--- src/rtl/ether_rx_aggregate.sv ---
// RMII receive path: frame detect, per-byte dibit reorder, 32-bit packing.
// The last complete word of each frame (FCS) is held back and dropped.
module ether_stage (
   input  logic       clk,
   input  logic       rst,
   input  logic       crsdv,
   input  logic [1:0] rxd,
   output logic       ev,
   output logic [1:0] ed
);
   typedef enum logic [1:0] {
      IDLE, PREAMBLE, PAYLOAD, DISCARD
   } state_t;

   state_t     state_q, state_d;
   logic [2:0] pcnt_q, pcnt_d;
   logic       gap_q, gap_d;
   logic       ev_q, ev_d;
   logic [1:0] ed_q, ed_d;

   // gap_q tracks "crsdv was low last cycle" even through reset,
   // so a frame interrupted by reset is discarded until carrier drops.
   always_ff @(posedge clk) begin
      if (!rst) begin
         state_q <= IDLE;
         pcnt_q  <= 3'd0;
         ev_q    <= 1'b0;
         ed_q    <= 2'b00;
      end else begin
         state_q <= state_d;
         pcnt_q  <= pcnt_d;
         ev_q    <= ev_d;
         ed_q    <= ed_d;
      end
      gap_q <= gap_d;
   end

   always_comb begin
      state_d = state_q;
      pcnt_d  = pcnt_q;
      gap_d   = ~crsdv;
      if (!crsdv) begin
         state_d = IDLE;
         pcnt_d  = 3'd0;
      end else begin
         unique case (state_q)
            IDLE: begin
               if (gap_q && rxd == 2'b01) begin
                  state_d = PREAMBLE;
                  pcnt_d  = 3'd1;
               end else begin
                  state_d = DISCARD;
               end
            end
            PREAMBLE: begin
               if (rxd == 2'b01) begin
                  if (pcnt_q != 3'd7)
                     pcnt_d = pcnt_q + 3'd1;
               end else if (rxd == 2'b11 && pcnt_q == 3'd7) begin
                  state_d = PAYLOAD;
                  pcnt_d  = 3'd0;
               end else begin
                  state_d = DISCARD;
                  pcnt_d  = 3'd0;
               end
            end
            PAYLOAD, DISCARD: state_d = state_q;
            default:          state_d = IDLE;
         endcase
      end
   end

   always_comb begin
      ev_d = crsdv && (state_q == PAYLOAD);
      ed_d = ev_d ? rxd : ed_q;
   end

   assign ev = ev_q;
   assign ed = ed_q;
endmodule

module bitorder_stage (
   input  logic       clk,
   input  logic       rst,
   input  logic       iv,
   input  logic [1:0] id,
   output logic       ov,
   output logic [1:0] od
);
   logic [5:0] col_q, col_d;
   logic [1:0] ccnt_q, ccnt_d;
   logic [5:0] buf_q, buf_d;
   logic [1:0] rem_q, rem_d;
   logic       ov_q, ov_d;
   logic [1:0] od_q, od_d;

   always_ff @(posedge clk) begin
      if (!rst) begin
         col_q  <= 6'd0;
         ccnt_q <= 2'd0;
         buf_q  <= 6'd0;
         rem_q  <= 2'd0;
         ov_q   <= 1'b0;
         od_q   <= 2'b00;
      end else begin
         col_q  <= col_d;
         ccnt_q <= ccnt_d;
         buf_q  <= buf_d;
         rem_q  <= rem_d;
         ov_q   <= ov_d;
         od_q   <= od_d;
      end
   end

   // d3 goes straight out; d2..d1..d0 drain from buf over 3 cycles
   always_comb begin
      col_d  = col_q;
      ccnt_d = ccnt_q;
      buf_d  = buf_q;
      rem_d  = rem_q;
      ov_d   = 1'b0;
      od_d   = od_q;
      if (rem_q != 2'd0) begin
         ov_d  = 1'b1;
         od_d  = buf_q[5:4];
         buf_d = {buf_q[3:0], 2'b00};
         rem_d = rem_q - 2'd1;
      end
      if (!iv) begin
         col_d  = 6'd0;
         ccnt_d = 2'd0;
      end else if (ccnt_q == 2'd3) begin
         ov_d   = 1'b1;
         od_d   = id;
         buf_d  = {col_q[1:0], col_q[3:2], col_q[5:4]};
         rem_d  = 2'd3;
         col_d  = 6'd0;
         ccnt_d = 2'd0;
      end else begin
         col_d  = {col_q[3:0], id};
         ccnt_d = ccnt_q + 2'd1;
      end
   end

   assign ov = ov_q;
   assign od = od_q;
endmodule

module aggregate_stage (
   input  logic        clk,
   input  logic        rst,
   input  logic        iv,
   input  logic [1:0]  id,
   output logic        axiov,
   output logic [31:0] axiod
);
   logic [31:0] sh_q, sh_d;
   logic [3:0]  cnt_q, cnt_d;
   logic [31:0] held_q, held_d;
   logic        have_q, have_d;
   logic        axiov_q, axiov_d;
   logic [31:0] axiod_q, axiod_d;
   logic [31:0] word;

   always_ff @(posedge clk) begin
      if (!rst) begin
         sh_q    <= 32'd0;
         cnt_q   <= 4'd0;
         held_q  <= 32'd0;
         have_q  <= 1'b0;
         axiov_q <= 1'b0;
         axiod_q <= 32'd0;
      end else begin
         sh_q    <= sh_d;
         cnt_q   <= cnt_d;
         held_q  <= held_d;
         have_q  <= have_d;
         axiov_q <= axiov_d;
         axiod_q <= axiod_d;
      end
   end

   always_comb begin
      word    = {sh_q[29:0], id};
      sh_d    = sh_q;
      cnt_d   = cnt_q;
      held_d  = held_q;
      have_d  = have_q;
      axiov_d = 1'b0;
      axiod_d = axiod_q;
      if (!iv) begin
         sh_d   = 32'd0;
         cnt_d  = 4'd0;
         held_d = 32'd0;
         have_d = 1'b0;
      end else if (cnt_q == 4'd15) begin
         // release previous word only once a successor exists
         sh_d   = 32'd0;
         cnt_d  = 4'd0;
         held_d = word;
         have_d = 1'b1;
         if (have_q) begin
            axiov_d = 1'b1;
            axiod_d = held_q;
         end
      end else begin
         sh_d  = word;
         cnt_d = cnt_q + 4'd1;
      end
   end

   assign axiov = axiov_q;
   assign axiod = axiod_q;
endmodule

module ether_rx_aggregate (
   input  logic        clk,
   input  logic        rst,
   input  logic        crsdv,
   input  logic [1:0]  rxd,
   output logic        axiov,
   output logic [31:0] axiod
);
   logic       e_v;
   logic [1:0] e_d;
   logic       b_v;
   logic [1:0] b_d;

   ether_stage u_ether (
      .clk   (clk),
      .rst   (rst),
      .crsdv (crsdv),
      .rxd   (rxd),
      .ev    (e_v),
      .ed    (e_d)
   );

   bitorder_stage u_bitorder (
      .clk (clk),
      .rst (rst),
      .iv  (e_v),
      .id  (e_d),
      .ov  (b_v),
      .od  (b_d)
   );

   aggregate_stage u_aggregate (
      .clk   (clk),
      .rst   (rst),
      .iv    (b_v),
      .id    (b_d),
      .axiov (axiov),
      .axiod (axiod)
   );
endmodule

--- config.mk ---
export PLATFORM = sky130hd
export DESIGN_NAME = ether_rx_aggregate
export DESIGN_NICKNAME = d
export VERILOG_FILES = /design/src/rtl/ether_rx_aggregate.sv
export SDC_FILE = /design/constraint.sdc
export NUM_CORES = 1
export LEC_CHECK = 0
export CORE_MARGIN = 3
export CORE_UTILIZATION = 37
export DETAILED_ROUTE_END_ITERATION = 8
export PLACE_DENSITY = 0.63
export RECOVER_POWER = 100
export SKIP_CTS_REPAIR_TIMING = 1
export SLEW_MARGIN = 30
export SYNTH_ARGS = -nofsm -noshare
export SYNTH_HDL_FRONTEND = slang
export SYNTH_HIERARCHICAL = 1
export SYNTH_SLANG_ARGS = --single-unit
--- constraint.sdc ---
create_clock -name clk -period 2.05 [get_ports clk]
set_clock_uncertainty 0.05 [all_clocks]
set_input_delay 0.41 -clock clk [delete_from_list [all_inputs] [get_ports clk]]
set_output_delay 0.41 -clock clk [all_outputs]
set_load 0.02 [all_outputs]
# Word level (Yosys, flattened, before mapping)

Cells that the tools add are included.

Eq/ne operators: 12
Bitwise gates (word level): 5
Multiplexer cells: 21
$add $sub $neg: 4
Reductions and logical operators: 15

Operators with widths:

| operator                                                            | number |
|---|---|
| 6-bit 2-to-1 mux                                                    | 3 |
| 2-bit 2-to-1 mux                                                    | 8 |
| 3-bit 2-to-1 mux                                                    | 3 |
| 3-bit AND reduction                                                 | 3 |
| 2-bit == test (second input constant)                               | 4 |
| 3-bit != test (second input constant)                               | 2 |
| 3-bit case mux with 2 select lines                                  | 1 |
| 2-bit AND reduction                                                 | 3 |
| 3-bit OR reduction                                                  | 2 |
| 1-bit 2-to-1 mux                                                    | 5 |
| 1-bit NOT                                                           | 5 |
| 4-bit by 1-bit adder with 4-bit output (second input constant)      | 1 |
| 2-bit by 1-bit == test with 1-bit output (second input constant)    | 2 |
| 4-bit == test (second input constant)                               | 1 |
| 2-bit case mux with 2 select lines                                  | 1 |
| 2-bit nonzero test                                                  | 2 |
| 3-bit by 1-bit adder with 3-bit output (second input constant)      | 1 |
| 3-bit == test (second input constant)                               | 1 |
| 1-bit logical AND                                                   | 3 |
| 2-bit by 1-bit adder with 2-bit output (second input constant)      | 1 |
| 2-bit zero test                                                     | 1 |
| 2-bit by 1-bit != test with 1-bit output (second input constant)    | 1 |
| 2-bit != test (second input constant)                               | 1 |
| 2-bit OR reduction                                                  | 1 |
| 2-bit by 1-bit subtractor with 2-bit output (second input constant) | 1 |

Input bits: 5
Bits in registers: 128

# Logic depth before layout (Yosys ltp)

Word-level depth: 5
Mapped depth: 6
Mapped depth without buffers: 5

# Cells and area by module

Netlist, hierarchy kept.

By module, submodules not included:

| module          | cells each | times used | area each (um^2) |
|---|---|---|---|
| aggregate_stage | 296        | 1          | 3249.4 |
| bitorder_stage  | 63         | 1          | 678.2 |
| ether_stage     | 43         | 1          | 425.4 |

# Worst setup path after synthesis

No wires, ideal clock.

Path kind: register to register
Start point: register u_aggregate.cnt_q[0]
End point: register u_aggregate.held_q[10]
Setup slack: 591 ps
Cell stages (with the launch flop): 7
Arrival: 1293 ps
Cells stage by stage: dfxtp_1 ha_1 nand3_2 nor2b_1 buf_6 buf_2 a22o_1

Word-level cells in the longest chain between the ends: 1

Ends and longest elaborated chain:

| element                  | RTL line | text |
|---|---|---|
| start: declaration       | 158      | `logic [3:0] cnt_q, cnt_d;` |
| start signal: assignment | 175      | `cnt_q <= cnt_d;` |
| 4-bit == test            | 196      | `end else if (cnt_q == 4'd15) begin` |
| end signal: assignment   | 176      | `held_q <= held_d;` |
| end: declaration         | 159      | `logic [31:0] held_q, held_d;` |

Every way passes these cells.
A chain may end at the register's enable or synchronous reset.

# Worst setup path in the final report

Start point: register u_aggregate.axiod_q[4], in the netlist u_aggregate/axiod[4]
End point: output port axiod[4]

RTL lines:

| element                  | RTL line | text |
|---|---|---|
| start: declaration       | 162      | `logic [31:0] axiod_q, axiod_d;` |
| start signal: assignment | 179      | `axiod_q <= axiod_d;` |
| end: declaration         | 222      | `output logic [31:0] axiod` |

No word-level cell between the ends.

==> summary.md <==
| Metric | Value |
|---|---|
| Power Density | `1070 mW/mm2` |
| Clock latency on the worst-skew pair | `0.40 ns` |
| Drt wl/cell | `12.6 um` |
| RSZ-0062 raised after global routing | `false` |
| Crit path DAT | `1.42 ns` |
| Grt met2 use | `0.190` |
| Core Area | `0.0112 mm2` |
| Ys flop type | `dfxtp_1` |
| Max cap viols | `0` |
| Number of DRC markers in iteration 0 | `122` |
| Switch share | `0.183` |
| Port bufs | `37` |
| Total number of vias | `2801` |
| Global route hottest layer | `met2` |
| Row count | `38` |
| Worst reg-to-reg path cell count | `5` |
| M1 GR Usage | `0.159` |
| Min Clock Period, post-route | `1.88 ns` |
| Final nets | `453` |
| Largest net degree at the start of global routing | `83` |
| Startpoint types | `flop` |
| Total power | `5.88 mW` |
| Hold endpoint | `u_aggregate/cnt_q[2]$_SDFF_PP0_` |
| Final cycle utilization of the critical path | `0.917` |
| Final setup TNS | `0 ns` |
| Final Hold Viols | `0` |
| Status | `completed` |
| Max clock buf depth | `2` |
| Worst-path cell chain | `dlygate4sd3_1` |
| Internal power | `4.81 mW` |
| CP required | `1.59 ns` |
| Synth top area share | `0.589` |
| Count of different cell masters after synthesis | `34` |
| Total I/O pin count | `38` |
| CTS tree | `done` |
| Grt total ovfl | `0` |
| Combinational share of power | `0.010` |
| Achievable Freq | `0.532 GHz` |
| Met3 usage | `0.0597` |
| Die area | `0.0131 mm2` |
| CTS H-Tree Depth | `4` |
| Placer Congestion | `0.690` |
| Critical R2R Capture | `u_ether/pcnt_q[2]$_SDFFE_PN0P_` |
| Area contributors post-synth | `dfxtp_1 59%, mux2i_1 9.9%, a22o_1 6.4%, nand2_1 6.3%, and2_1 5.6%` |
| Num CTS Buffers | `17` |
| Initial antenna violation count | `0` |
| Mapped Cells | `402` |
| Synth warn | `6` |
| Area delta synth->final | `26.6%` |
| Worst vdd ir | `600 uV` |
| Synth cell count leaders | `128 x dfxtp_1, 73 x nand2_1, 43 x mux2i_1` |
| Worst Slack Setup Final | `0.169 ns` |
| Worst Tran Pin Value | `0.755 ns` |
| Share of cells above drive strength 1 | `0.0941` |
| WP buf/inv | `1` |
| Slowest stage delay, CP | `0.69 ns` |
| Seq pwr share | `0.425` |
| FFs w/ async S/R, synth | `0` |
| Seq/Total Area, Yosys | `0.589` |
| Synth Register Bits | `128` |
| GRT Overall Usage | `0.127` |
| Die height | `114 um` |
| CP max stage cell | `dlygate4sd3_1` |
| N_diodes | `0` |
| R2r setup slk | `0.20 ns` |
| Leakage | `2.18 nW` |
| Number of setup violations in the final report | `0` |
| Most common cell in the synthesized netlist | `dfxtp_1` |
| Detailed-route wire length | `7540 um` |
| Syn Area/Cell | `10.8 um2` |
| Die X | `114 um` |
| Total net switching power | `1.08 mW` |
| Hold-critical path depth | `3` |
| Synth area leader | `dfxtp_1` |
| Fin. max-slew vios | `0` |
| Crit Path Max Fanout | `2` |
| Root Buffer Master | `clkbuf_16` |
| Min-delay src | `rst` |
| Worst r2r src | `u_ether/pcnt_q[0]$_SDFFE_PN0P_` |
| Residual DRC | `0` |
| First-pass GRT wire length | `13100 um` |
| Pre-antenna DRT Iters | `4` |
| Syn nets | `411` |
| Initial core utilization | `0.390` |
| Routed vias/inst | `4.69` |
| Setup Crit Path Kind | `flop to output port` |
| Clock sinks | `128` |
| Min-delay worst type | `primary input to flop` |
| Pre-CTS WS | `0.111 ns` |
| Synthesized area | `0.00435 mm2` |
| Number of global-route vias before repair | `2697` |
| FILL cells | `1017` |
| Clk pwr share | `0.565` |
| Clock slew at reported path FFs | `0.05 ns` |
| Post-synth EDFFs | `0` |
| Element type at the critical path end | `output port` |
| Cell family with most CP delay | `buffers and inverters` |
| Final ANT Viol Nets | `0` |
| Slew HR | `0.497` |
| Final HPWL DP | `4730 um` |
[kinds of logic after synthesis]
family          Yosys count  share of synthesized area
simple gates            145                      0.167
fa+ha+maj                 4                     0.0115
compound gates           54                     0.0966
xor+xnor                  2                    0.00402
buf+inv                  26                     0.0331
flops                   128                      0.589
mux                      43                     0.0989
[flip-flops by register name, summed over array words and instances, names as in the netlist]
register            cells
u_aggregate/axiod      32
u_bitorder/buf_q        6
u_bitorder/od           2
u_ether/gap_q           1
u_bitorder/ov           1
u_aggregate/axiov       1
u_bitorder/rem_q        2
u_aggregate/have_q      1
u_aggregate/held_q     32
u_bitorder/ccnt_q       2
u_aggregate/cnt_q       4
u_bitorder/col_q        6
u_ether/state_q         2
u_aggregate/sh_q       30
u_ether/ev              1
u_ether/ed              2
u_ether/pcnt_q          3
[worst max path at each step]
| stage | from | endpoint | slack [ns] | depth (start not counted) |
|---|---|---|---|---|
| after floorplan | u_aggregate/cnt_q[0]$_SDFF_PP0_ | u_aggregate/held_q[10]$_SDFFE_PN0P_ | 0.59 | 6 |
| after global placement | rst | u_aggregate/held_q[17]$_SDFFE_PN0P_ | 0.13 | 4 |
| after detailed placement | rst | u_ether/pcnt_q[0]$_SDFFE_PN0P_ | 0.11 | 5 |
| after CTS | u_aggregate/axiod[13]$_SDFFE_PN0P_ | axiod[13] | 0.20 | 1 |
| after global routing | u_aggregate/cnt_q[0]$_SDFF_PP0_ | u_aggregate/axiod[15]$_SDFFE_PN0P_ | 0.09 | 6 |
| final | u_aggregate/axiod[4]$_SDFFE_PN0P_ | axiod[4] | 0.17 | 1 |
[stage by stage]
stage          instances  hold slack (ns)  utilization  instance area [um2]
6_report             597            0.345        0.493                 5510
5_1_grt              597            0.356        0.493                 5510
4_1_cts              597            0.329        0.497                 5550
3_5_place_dp         565            0.370        0.437                 4880
3_3_place_gp         563            0.359        0.432                 4830
2_1_floorplan        402            0.353            -                 4350
[cell usage in the layout, fill, tap and decap left out, drive strengths merged, types with 6 or more instances in the layout]
master and instances:
a21oi 6, dlygate4sd3 34, o21ai 9, and2 39, nand3 10, mux2i 43
nor2 9, a22o 32, dfxtp 128, nand2 74, clkbuf 29
[routing by layer]
layer | share of wire | routed length (um) | vias up
li1 | - | - | 1456
met1 | 0.46 | 3500 | 1290
met2 | 0.47 | 3550 | 47
met3 | 0.056 | 419 | 8
met4 | 0.010 | 76 | 0
met5 | 0 | 0 | -
[power groups by stage]
stage	combinational (mW)	clock (mW)	sequential (mW)
after detailed placement	0.0631	0	2.56
after floorplan	0.0442	0	2.55
after global routing	0.0669	3.53	2.50
final	0.0592	3.32	2.50
after global placement	0.0617	0	2.55
after CTS	0.0636	3.41	2.50
[cell type report]
cell class              instances  area [um2]  share of cell area
clock inverters                 8         175              0.0318
repair buffers                 46         459              0.0834
flip-flops and latches        128        2560               0.465
clock buffers                  24         492              0.0893
well taps                     140         175              0.0318
multi-input cells             248        1630               0.297
inverters                       3        11.3             0.00204
(Power assumes the default switching activity.)
